## config.mk

```make
export PLATFORM = sky130hd
export DESIGN_NAME = branch_resolve_stage
export DESIGN_NICKNAME = d
export VERILOG_FILES = /design/src/rtl/branch_pkg.sv /design/src/rtl/branch_resolve_stage_cmp.sv /design/src/rtl/branch_resolve_stage.sv
export SDC_FILE = /design/constraint.sdc
export NUM_CORES = 1
export LEC_CHECK = 0
export CAP_MARGIN = 20
export CORE_ASPECT_RATIO = 1.2
export CORE_MARGIN = 5
export CORE_UTILIZATION = 49
export DETAILED_ROUTE_END_ITERATION = 8
export HOLD_SLACK_MARGIN = 0.05
export PLACE_DENSITY_LB_ADDON = 0.3
export SLEW_MARGIN = 5
export SYNTH_ARGS = -nofsm -noshare
export SYNTH_HDL_FRONTEND = slang
export SYNTH_SLANG_ARGS = --single-unit
```

## constraint.sdc

```tcl
create_clock -name clk -period 4.8 [get_ports clk]
set_input_delay 1.44 -clock clk [delete_from_list [all_inputs] [get_ports clk]]
set_output_delay 1.44 -clock clk [all_outputs]
set_load 0.02 [all_outputs]
```

## src/rtl/branch_pkg.sv

```systemverilog
// Shared types and constants for EX-stage branch resolution.
package branch_pkg;

    typedef enum logic [1:0] {
        KIND_NONE = 2'b00,
        KIND_BR   = 2'b01,
        KIND_JAL  = 2'b10,
        KIND_JALR = 2'b11
    } kind_e;

    typedef enum logic {
        S_RUN   = 1'b0,
        S_REDIR = 1'b1
    } state_e;

    localparam logic [2:0] F3_BEQ  = 3'b000;
    localparam logic [2:0] F3_BNE  = 3'b001;
    localparam logic [2:0] F3_BLT  = 3'b100;
    localparam logic [2:0] F3_BGE  = 3'b101;
    localparam logic [2:0] F3_BLTU = 3'b110;
    localparam logic [2:0] F3_BGEU = 3'b111;

endpackage

```

## src/rtl/branch_resolve_stage_cmp.sv

```systemverilog
// Operand comparator: unsigned less-than and equality flags, purely combinational.
module branch_resolve_stage_cmp #(
    parameter int XLEN = 32
) (
    input  logic [XLEN-1:0] rs1_i,
    input  logic [XLEN-1:0] rs2_i,
    output logic            less_o,
    output logic            equal_o
);

    assign less_o  = (rs1_i < rs2_i);
    assign equal_o = (rs1_i == rs2_i);

endmodule

```

## src/rtl/branch_resolve_stage.sv

```systemverilog
// EX-stage branch/jump resolution with one-cycle result register and redirect handshake to fetch.
// Optional saturating statistics counters when BRANCH_STATS_EN is defined.
module branch_resolve_stage
    import branch_pkg::*;
#(
    parameter int XLEN   = 32,
    parameter int STAT_W = 32
) (
    input  logic              clk,
    input  logic              rst,
    input  logic              in_valid,
    output logic              in_ready,
    input  logic [1:0]        in_kind,
    input  logic [2:0]        in_funct3,
    input  logic [XLEN-1:0]   in_pc,
    input  logic [XLEN-1:0]   in_imm,
    input  logic [XLEN-1:0]   in_rs1,
    input  logic [XLEN-1:0]   in_rs2,
    output logic              out_valid,
    input  logic              out_ready,
    output logic              out_taken,
    output logic [XLEN-1:0]   out_link,
    output logic              out_illegal,
    output logic              redir_valid,
    input  logic              redir_ready,
    output logic [XLEN-1:0]   redir_pc,
`ifdef BRANCH_STATS_EN
    output logic [STAT_W-1:0] stat_branches,
    output logic [STAT_W-1:0] stat_taken,
`endif
    output logic              squash
);

    kind_e           kind;
    logic            lt;
    logic            eq;
    logic            slt;
    logic            br_cond;
    logic            br_illegal;
    logic            taken;
    logic            illegal;
    logic            accept;
    logic [XLEN-1:0] tgt_pc_rel;
    logic [XLEN-1:0] tgt_jalr_sum;
    logic [XLEN-1:0] target;
    logic [XLEN-1:0] link;

    state_e          state_q, state_d;
    logic            redir_valid_q, redir_valid_d;
    logic [XLEN-1:0] redir_pc_q, redir_pc_d;
    logic            out_valid_q, out_valid_d;
    logic            out_taken_q, out_taken_d;
    logic            out_illegal_q, out_illegal_d;
    logic [XLEN-1:0] out_link_q, out_link_d;

    assign kind = kind_e'(in_kind);

    branch_resolve_stage_cmp #(.XLEN(XLEN)) u_cmp (
        .rs1_i   (in_rs1),
        .rs2_i   (in_rs2),
        .less_o  (lt),
        .equal_o (eq)
    );

    // Signed less-than derived from the unsigned flag: differing signs decide directly.
    assign slt = (in_rs1[XLEN-1] != in_rs2[XLEN-1]) ? in_rs1[XLEN-1] : lt;

    always_comb begin
        br_cond    = 1'b0;
        br_illegal = 1'b0;
        case (in_funct3)
            F3_BEQ:  br_cond = eq;
            F3_BNE:  br_cond = !eq;
            F3_BLT:  br_cond = slt;
            F3_BGE:  br_cond = !slt;
            F3_BLTU: br_cond = lt;
            F3_BGEU: br_cond = !lt;
            default: br_illegal = 1'b1;
        endcase
    end

    always_comb begin
        taken   = 1'b0;
        illegal = 1'b0;
        case (kind)
            KIND_BR: begin
                taken   = br_cond;
                illegal = br_illegal;
            end
            KIND_JAL:  taken = 1'b1;
            KIND_JALR: taken = 1'b1;
            default:   taken = 1'b0;
        endcase
    end

    assign tgt_pc_rel   = in_pc + in_imm;
    assign tgt_jalr_sum = in_rs1 + in_imm;
    assign target       = (kind == KIND_JALR) ? {tgt_jalr_sum[XLEN-1:1], 1'b0} : tgt_pc_rel;
    assign link         = in_pc + XLEN'(4);

    assign in_ready = (state_q == S_RUN) && (!out_valid_q || out_ready);
    assign accept   = in_valid && in_ready;

    always_comb begin
        state_d       = state_q;
        redir_valid_d = redir_valid_q;
        redir_pc_d    = redir_pc_q;
        squash        = 1'b0;
        case (state_q)
            S_RUN: begin
                if (accept && taken) begin
                    state_d       = S_REDIR;
                    redir_valid_d = 1'b1;
                    redir_pc_d    = target;
                end
            end
            S_REDIR: begin
                if (redir_ready) begin
                    squash        = 1'b1;
                    state_d       = S_RUN;
                    redir_valid_d = 1'b0;
                end
            end
            default: state_d = S_RUN;
        endcase
    end

    always_comb begin
        out_valid_d   = out_valid_q && !out_ready;
        out_taken_d   = out_taken_q;
        out_illegal_d = out_illegal_q;
        out_link_d    = out_link_q;
        if (accept) begin
            out_valid_d   = 1'b1;
            out_taken_d   = taken;
            out_illegal_d = illegal;
            out_link_d    = link;
        end
    end

    always_ff @(posedge clk) begin
        if (rst) begin
            state_q       <= S_RUN;
            redir_valid_q <= 1'b0;
            redir_pc_q    <= '0;
            out_valid_q   <= 1'b0;
            out_taken_q   <= 1'b0;
            out_illegal_q <= 1'b0;
            out_link_q    <= '0;
        end else begin
            state_q       <= state_d;
            redir_valid_q <= redir_valid_d;
            redir_pc_q    <= redir_pc_d;
            out_valid_q   <= out_valid_d;
            out_taken_q   <= out_taken_d;
            out_illegal_q <= out_illegal_d;
            out_link_q    <= out_link_d;
        end
    end

    assign out_valid   = out_valid_q;
    assign out_taken   = out_taken_q;
    assign out_illegal = out_illegal_q;
    assign out_link    = out_link_q;
    assign redir_valid = redir_valid_q;
    assign redir_pc    = redir_pc_q;

`ifdef BRANCH_STATS_EN
    logic [STAT_W-1:0] stat_br_q;
    logic [STAT_W-1:0] stat_tk_q;

    always_ff @(posedge clk) begin
        if (rst) begin
            stat_br_q <= '0;
            stat_tk_q <= '0;
        end else if (accept) begin
            if (kind == KIND_BR && stat_br_q != '1) begin
                stat_br_q <= stat_br_q + STAT_W'(1);
            end
            if (taken && stat_tk_q != '1) begin
                stat_tk_q <= stat_tk_q + STAT_W'(1);
            end
        end
    end

    assign stat_branches = stat_br_q;
    assign stat_taken    = stat_tk_q;
`endif

endmodule

```

==> out/results.tsv, run 1 <==
stage	metric	value	unit
clocking	cts_root_buffer	clkbuf_16	
cells_and_area	area_growth	38.3	%
clocking	cts_hold_buf	0	
detailed_routing	drt-total-wl	22.9	mm
grt	grt_antenna_before_repair	0	
worst_setup_path	critical_path_arrival	4.79	ns
worst_hold_path	min_to	out_illegal$_SDFFE_PP0P_	
yosys	synth_top_area_cell	dfxtp_1	
worst_setup_path	r2r_slack	2.82	ns
timing	setup_viol	0	
clocking	clockBufferDepth	2	
placed_design	place_congestion	0.961	
yosys	syn_area	7090	um^2
power	swShare	33.7	%
worst_setup_path	cp-end-kind	flip-flop	
worst_setup_path	slowest_stage	or4_1	
timing	hold_viol	0	
grt	grt.busiest_layer	met2	
yosys	syn_nets	1159	
worst_hold_path	hp-start	out_illegal$_SDFFE_PP0P_	
yosys	ys_types	65	
yosys	yosysSeqAreaShare	19.5	%
detailed_routing	wl_per_cell	17.4	um
outcome	status	finished clean	
die	core_area	14300	um^2
worst_setup_path	cp-start-kind	input port	
grt	grt_max_degree	64	
power	p_seq_share	26.9	%
yosys	yosysWarnings	0	
clocking	clkTransAtPathRegs	0.06	ns
worst_setup_path	slowest_delay	0.70	ns
clocking	post_cts_buffers	0	
clocking	clkLatencyLatePin	0.34	ns
cells_and_area	fillers	1265	
yosys	synthTopCellsByArea	dfxtp_1 19%, ha_1 17%, a21oi_1 5.7%, nor2_1 5.0%, nand2_1 4.9%	
yosys	syn_area_per_cell	7.66	um^2
die	start_util	49.6	%
clocking	cts_tree	done	
yosys	synthCells	925	
worst_hold_path	hold_path_class	flip-flop to flip-flop	
grt	grt_pass1_wl	36.2	mm
yosys	ys.flop_type	dfxtp_1	
power	fin_total_pwr	2.45	mW
timing	tightest_slew	0.916	ns
timing	slew_headroom	38.9	%
clocking	htreeDepth	3	
timing	final.setup_skew	0.00570	ns
detailed_routing	vias	7739	
worst_setup_path	path_cells	clkdlybuf4s50_1 -> inv_1 -> ha_1 -> nand4_1 -> or4_1 -> a21o_1 -> a31oi_1 -> a211oi_1 -> mux2i_1 -> a21oi_4 -> buf_12 -> nor2_1 -> a311oi_1	
yosys	ys_ff_latch	69	
timing	whs	0.449	ns
timing	drv_slew	0	
grt	grt_pass1_vias	7363	
die	die_w	120	um
clocking	cts-resized-gates	0	
die	row_count	48	
die	dieHeight	142	um
cells_and_area	final_nets	1372	
timing	grt_setup_unrepaired	false	
worst_setup_path	worst-path-max-fanout	32	
grt	overflow	0	
worst_hold_path	min_path_cells	2	
grt	gr-usage-met1	32.3	%
detailed_routing	drt_iter0_markers	602	
yosys	ys_async_sr_fraction	0	%
detailed_routing	antenna_left	0	
power	p_sw	827	uW
die	io_pins	208	
worst_setup_path	crit_required	5.04	ns
worst_setup_path	r2r-end	redir_pc[23]$_SDFFE_PP0P_	
power	peakVddDrop	0.195	mV
power	p_leak	4.10	nW
clocking	clock-sinks	69	
worst_setup_path	path_class	input port to flip-flop	
placed_design	dp_hpwl	19.1	mm
grt	grtUsageMet2	45.6	%
clocking	cts_made_buffers	9	
power	power_density	251	nW/um^2
detailed_routing	drt_drc_violations_left	0	
placed_design	io_buffers	207	
yosys	synth_edf_count	0	
timing	min_period	4.55	ns
grt	grt_use_met3	4.55	%
power	p_comb_share	42.3	%
power	p_clk_share	30.8	%
detailed_routing	vias_per_cell	5.87	
job	cap_viol_max_count	0	
worst_setup_path	worstRegToRegCells	8	
detailed_routing	drt_pass1_iterations	5	
yosys	netlist.area_leader.share	19.5	%
worst_setup_path	rr_startpoint	out_valid$_SDFF_PP0_	
timing	max_freq	220	MHz
power	p_int	1.63	mW
yosys	synth_common_cells	94 x ha_1, 94 x nor2_1, 93 x nand2_1	
grt	grt_usage	26.2	%
cells_and_area	layout-drive-gt1-share	5.42	%
die	die_area	17000	um^2
timing	period_share	94.8	%
==> final cells by class <==
type                            count  area [um^2]  share of cell area [%]
Antenna cell                        1         2.50                  0.0255
Clock buffer                       10          229                    2.34
Clock inverter                      6          111                    1.14
Inverter                           54          203                    2.07
Multi-Input combinational cell    772         5370                    54.8
Sequential cell                    69         1380                    14.1
Tap cell                          175          219                    2.23
Timing Repair Buffer              232         2280                    23.3
==> worst max-delay path: cells and delay by family <==
| family | cells | cell delay (ns) |
|---|---|---|
| simple gates | 3 | 0.93 |
| fa+ha+maj | 1 | 0.31 |
| mux | 1 | 0.18 |
| compound gates | 5 | 1.17 |
| buf+inv | 3 | 0.73 |
==> power groups by stage <==
stage	logic [mW]	clock network [mW]	registers (mW)
2_1_floorplan	0.554	0	0.731
3_3_place_gp	1.01	0	0.671
3_5_place_dp	1.03	0	0.672
4_1_cts	1.03	0.762	0.661
5_1_grt	1.13	0.784	0.666
6_report	1.04	0.755	0.660
==> sequential cells by signal, summed over array words and instances, names as in the netlist <==
register     flops
redir_valid      1
redir_pc        32
out_taken        1
state_q          1
out_illegal      1
out_link        32
out_valid        1
==> per-stage QoR <==
step / worst slack [ns] / cells / TNS, ns / area, um^2 / utilization [%]
after detailed placement: -0.0882 / 1302 / -0.728 / 9450 / 66.1
after global routing: 0.0409 / 1318 / 0 / 9790 / 68.5
after floorplan: 0.868 / 925 / 0 / 7090 / -
final: 0.251 / 1319 / 0 / 9800 / 68.5
after CTS: 0.264 / 1318 / 0 / 9790 / 68.5
after global placement: -0.0435 / 1302 / -0.402 / 9450 / 66.1
==> logic make-up after synthesis <==
logic type,Yosys count,synth area share [%]
buffers and inverters,84,4.82
XOR/XNOR,70,8.65
adder cells (fa/ha/maj),96,17.2
AND/OR/NAND/NOR,320,21.7
flip-flops,69,19.5
multiplexers,6,0.865
AO/OA/AOI/OAI,280,27.3
==> how the worst max path moves through the flow <==
stage	start	to	slack (ns)	cells past startpoint
CTS	in_rs2[14]	redir_pc[24]$_SDFFE_PP0P_	0.26	13
global placement	in_rs2[14]	redir_pc[23]$_SDFFE_PP0P_	-0.04	13
global route	in_rs2[14]	redir_pc[12]$_SDFFE_PP0P_	0.04	13
floorplan	in_rs2[31]	redir_pc[31]$_SDFFE_PP0P_	0.87	12
detailed placement	in_rs2[14]	redir_pc[19]$_SDFFE_PP0P_	-0.09	13
finish	in_rs2[14]	redir_pc[23]$_SDFFE_PP0P_	0.25	13
==> per-layer routing <==
metal	share of wire (%)	up-vias	wire length [um]
met3	6.9	48	1590
met1	42	3562	9650
met5	0	-	0
met4	3.4	0	783
met2	48	295	10900
li1	-	3834	-
==> cells in the final DEF (no fill, tap or decap), drive strengths merged, types with 3 or more instances in the layout <==
cell type / instances
o21bai: 4
nand3: 24
and2: 5
nand2b: 16
a31oi: 7
or4: 3
nor3: 10
xor2: 32
a21oi: 82
a221oi: 6
o211ai: 9
o21a: 15
and3: 18
clkbuf: 10
a311oi: 12
nor2: 94
o21ai: 35
clkdlybuf4s50: 206
dfxtp: 69
or3: 8
ha: 94
nand4: 19
mux2i: 5
a211o: 6
and4: 7
buf: 26
a211oi: 51
nor3b: 5
nand2: 93
bufinv: 3
or2: 4
a21o: 21
a21boi: 6
nor2b: 6
inv: 54
xnor2: 38
(Power assumes the default switching activity.)
==> inputs of run 2 (changes only) <==
- GPL_TIMING_DRIVEN: default -> 0
- MAX_ROUTING_LAYER: default -> met4
==> out/results.tsv, run 2 (synthesis results as in run 1) <==
stage	metric	value	unit
timing	setup_viol	0	
die	die_area	17000	um^2
grt	overflow	0	
cells_and_area	final_util	67.6	%
clocking	htreeDepth	3	
clocking	clkTransAtPathRegs	0.06	ns
worst_hold_path	min_to	out_link[3]$_SDFFE_PP0P_	
detailed_routing	antenna_left	0	
cells_and_area	fin_area	9660	um^2
clocking	post_cts_buffers	0	
placed_design	dp_hpwl	20.6	mm
job	cap_viol_max_count	0	
timing	slew_headroom	42.7	%
power	p_leak	4.00	nW
detailed_routing	drt_pass1_iterations	5	
placed_design	place_inst	1306	
detailed_routing	vias_per_cell	5.93	
worst_setup_path	path_class	input port to flip-flop	
worst_setup_path	slowest_delay	0.68	ns
placed_design	dpl_worst_slack	-0.179	ns
timing	drv_slew	0	
power	power_density	245	nW/um^2
grt	grt_pass1_vias	7514	
timing	max_freq	215	MHz
clocking	cts_made_buffers	9	
detailed_routing	drt-total-wl	25.0	mm
cells_and_area	area_growth	36.3	%
cells_and_area	final_common_cell	clkdlybuf4s50_1	
worst_setup_path	worstRegToRegCells	9	
worst_setup_path	path_cells	clkdlybuf4s50_1 -> ha_1 -> nand4_1 -> or4_1 -> nor4_2 -> mux2i_1 -> a21oi_1 -> nor2_1 -> a21oi_2 -> buf_4 -> or3b_2 -> o41ai_2	
die	row_count	48	
cells_and_area	final_cell_mix	206 x clkdlybuf4s50_1, 94 x nor2_1, 94 x ha_1	
clocking	cts_tree	done	
clocking	cts_hold_buf	0	
grt	grt_usage	29.0	%
cells_and_area	layout-drive-gt1-share	3.66	%
detailed_routing	wl_per_cell	18.9	um
placed_design	io_buffers	206	
placed_design	place_congestion	0.962	
detailed_routing	drt_drc_violations_left	0	
detailed_routing	drt_iter0_markers	579	
die	dieHeight	142	um
grt	grt_antenna_before_repair	0	
worst_setup_path	critical_path.top_delay_family	simple AND/OR/NAND/NOR gates	
cells_and_area	finalNonFillerCells	1322	
worst_setup_path	cp-start-kind	input port	
detailed_routing	vias	7844	
outcome	status	finished clean	
clocking	clockBufferDepth	2	
worst_hold_path	hp-start	out_link[3]$_SDFFE_PP0P_	
worst_hold_path	hold_path_class	flip-flop to flip-flop	
timing	period_share	97.0	%
worst_setup_path	crit_buf_inv	2	
power	peakVddDrop	0.178	mV
die	start_util	49.6	%
worst_setup_path	slowest_stage	or4_1	
timing	tightest_slew	0.859	ns
placed_design	detailed_place.area	9370	um^2
grt	grt_pass1_wl	37.9	mm
worst_hold_path	min_path_cells	2	
cells_and_area	antenna_cells	0	
worst_setup_path	cp-end-kind	flip-flop	
worst_setup_path	critical_path_arrival	4.90	ns
worst_setup_path	r2r_slack	2.44	ns
worst_setup_path	rr_startpoint	out_valid$_SDFF_PP0_	
worst_setup_path	crit_required	5.04	ns
die	die_w	120	um
timing	fin_ws	0.143	ns
timing	grt_setup_unrepaired	false	
grt	grt_max_degree	13	
timing	min_period	4.66	ns
clocking	clock-sinks	69	
die	io_pins	208	
timing	hold_viol	0	
worst_setup_path	worst-path-max-fanout	10	
die	core_area	14300	um^2
timing	final.setup_skew	0.00673	ns
clocking	clkLatencyLatePin	0.34	ns
clocking	cts-resized-gates	0	
worst_setup_path	r2r-end	redir_pc[31]$_SDFFE_PP0P_	
clocking	cts_root_buffer	clkbuf_16	
cells_and_area	final_nets	1376	
[run 2: cell count changes in the layout (fill, tap and decap cells not counted), sizes merged]
cell | previous run | this run
diode | 1 | 0
buf | 26 | 8
clkinvlp | 1 | 2
clkbuf | 10 | 32
bufinv | 3 | 1
clkinv | 2 | 3
[run 2: worst max-delay path by stage]
stage	start	endpoint	slack [ns]	cells past startpoint
global placement	in_rs1[31]	redir_pc[31]$_SDFFE_PP0P_	-0.16	12
detailed placement	in_rs1[31]	redir_pc[31]$_SDFFE_PP0P_	-0.18	12
finish	in_rs1[31]	redir_pc[31]$_SDFFE_PP0P_	0.14	12
global route	in_imm[5]	redir_pc[29]$_SDFFE_PP0P_	0.0008	11
CTS	in_rs1[31]	redir_pc[31]$_SDFFE_PP0P_	0.16	12
floorplan	in_rs2[31]	redir_pc[31]$_SDFFE_PP0P_	0.87	12
[run 2: cell type report]
cell class / count / area (um^2)
multi-input cells: 772 / 5360
fillers: 1263 / 4630
repair buffers: 206 / 2060
flip-flops and latches: 69 / 1380
clock buffers: 10 / 229
well taps: 175 / 219
inverters: 54 / 203
plain buffers: 30 / 139
clock inverters: 6 / 63.8
[run 2: worst min-delay path, stage by stage, from the launching register on]
cell and delay [ns]:
dfxtp_1 0.31, nand2_1 0.05, a21oi_1 0.05
[run 2: where the power goes]
group          switching (mW)  internal [mW]
clock                   0.262          0.401
combinational           0.560          0.478
sequential             0.0335          0.628
total                   0.855           1.51
[run 2: per-layer routing]
| layer | vias up | track usage (%) | wire [um] |
|---|---|---|---|
| met5 | - | - | 0 |
| met4 | 0 | 16.1 | 1280 |
| met3 | 91 | 3.07 | 1670 |
| met2 | 317 | 48.7 | 11800 |
| met1 | 3592 | 34.1 | 10300 |
| li1 | 3844 | - | - |
[run 2: per-stage QoR]
stage                     hold WS, ns  total power, mW  setup TNS, ns
after floorplan                 0.479             1.28              0
after global placement          0.439             1.68          -2.69
after detailed placement        0.451             1.69          -3.12
after CTS                       0.460             2.35              0
after global routing            0.482             2.48              0
final                           0.460             2.36              0
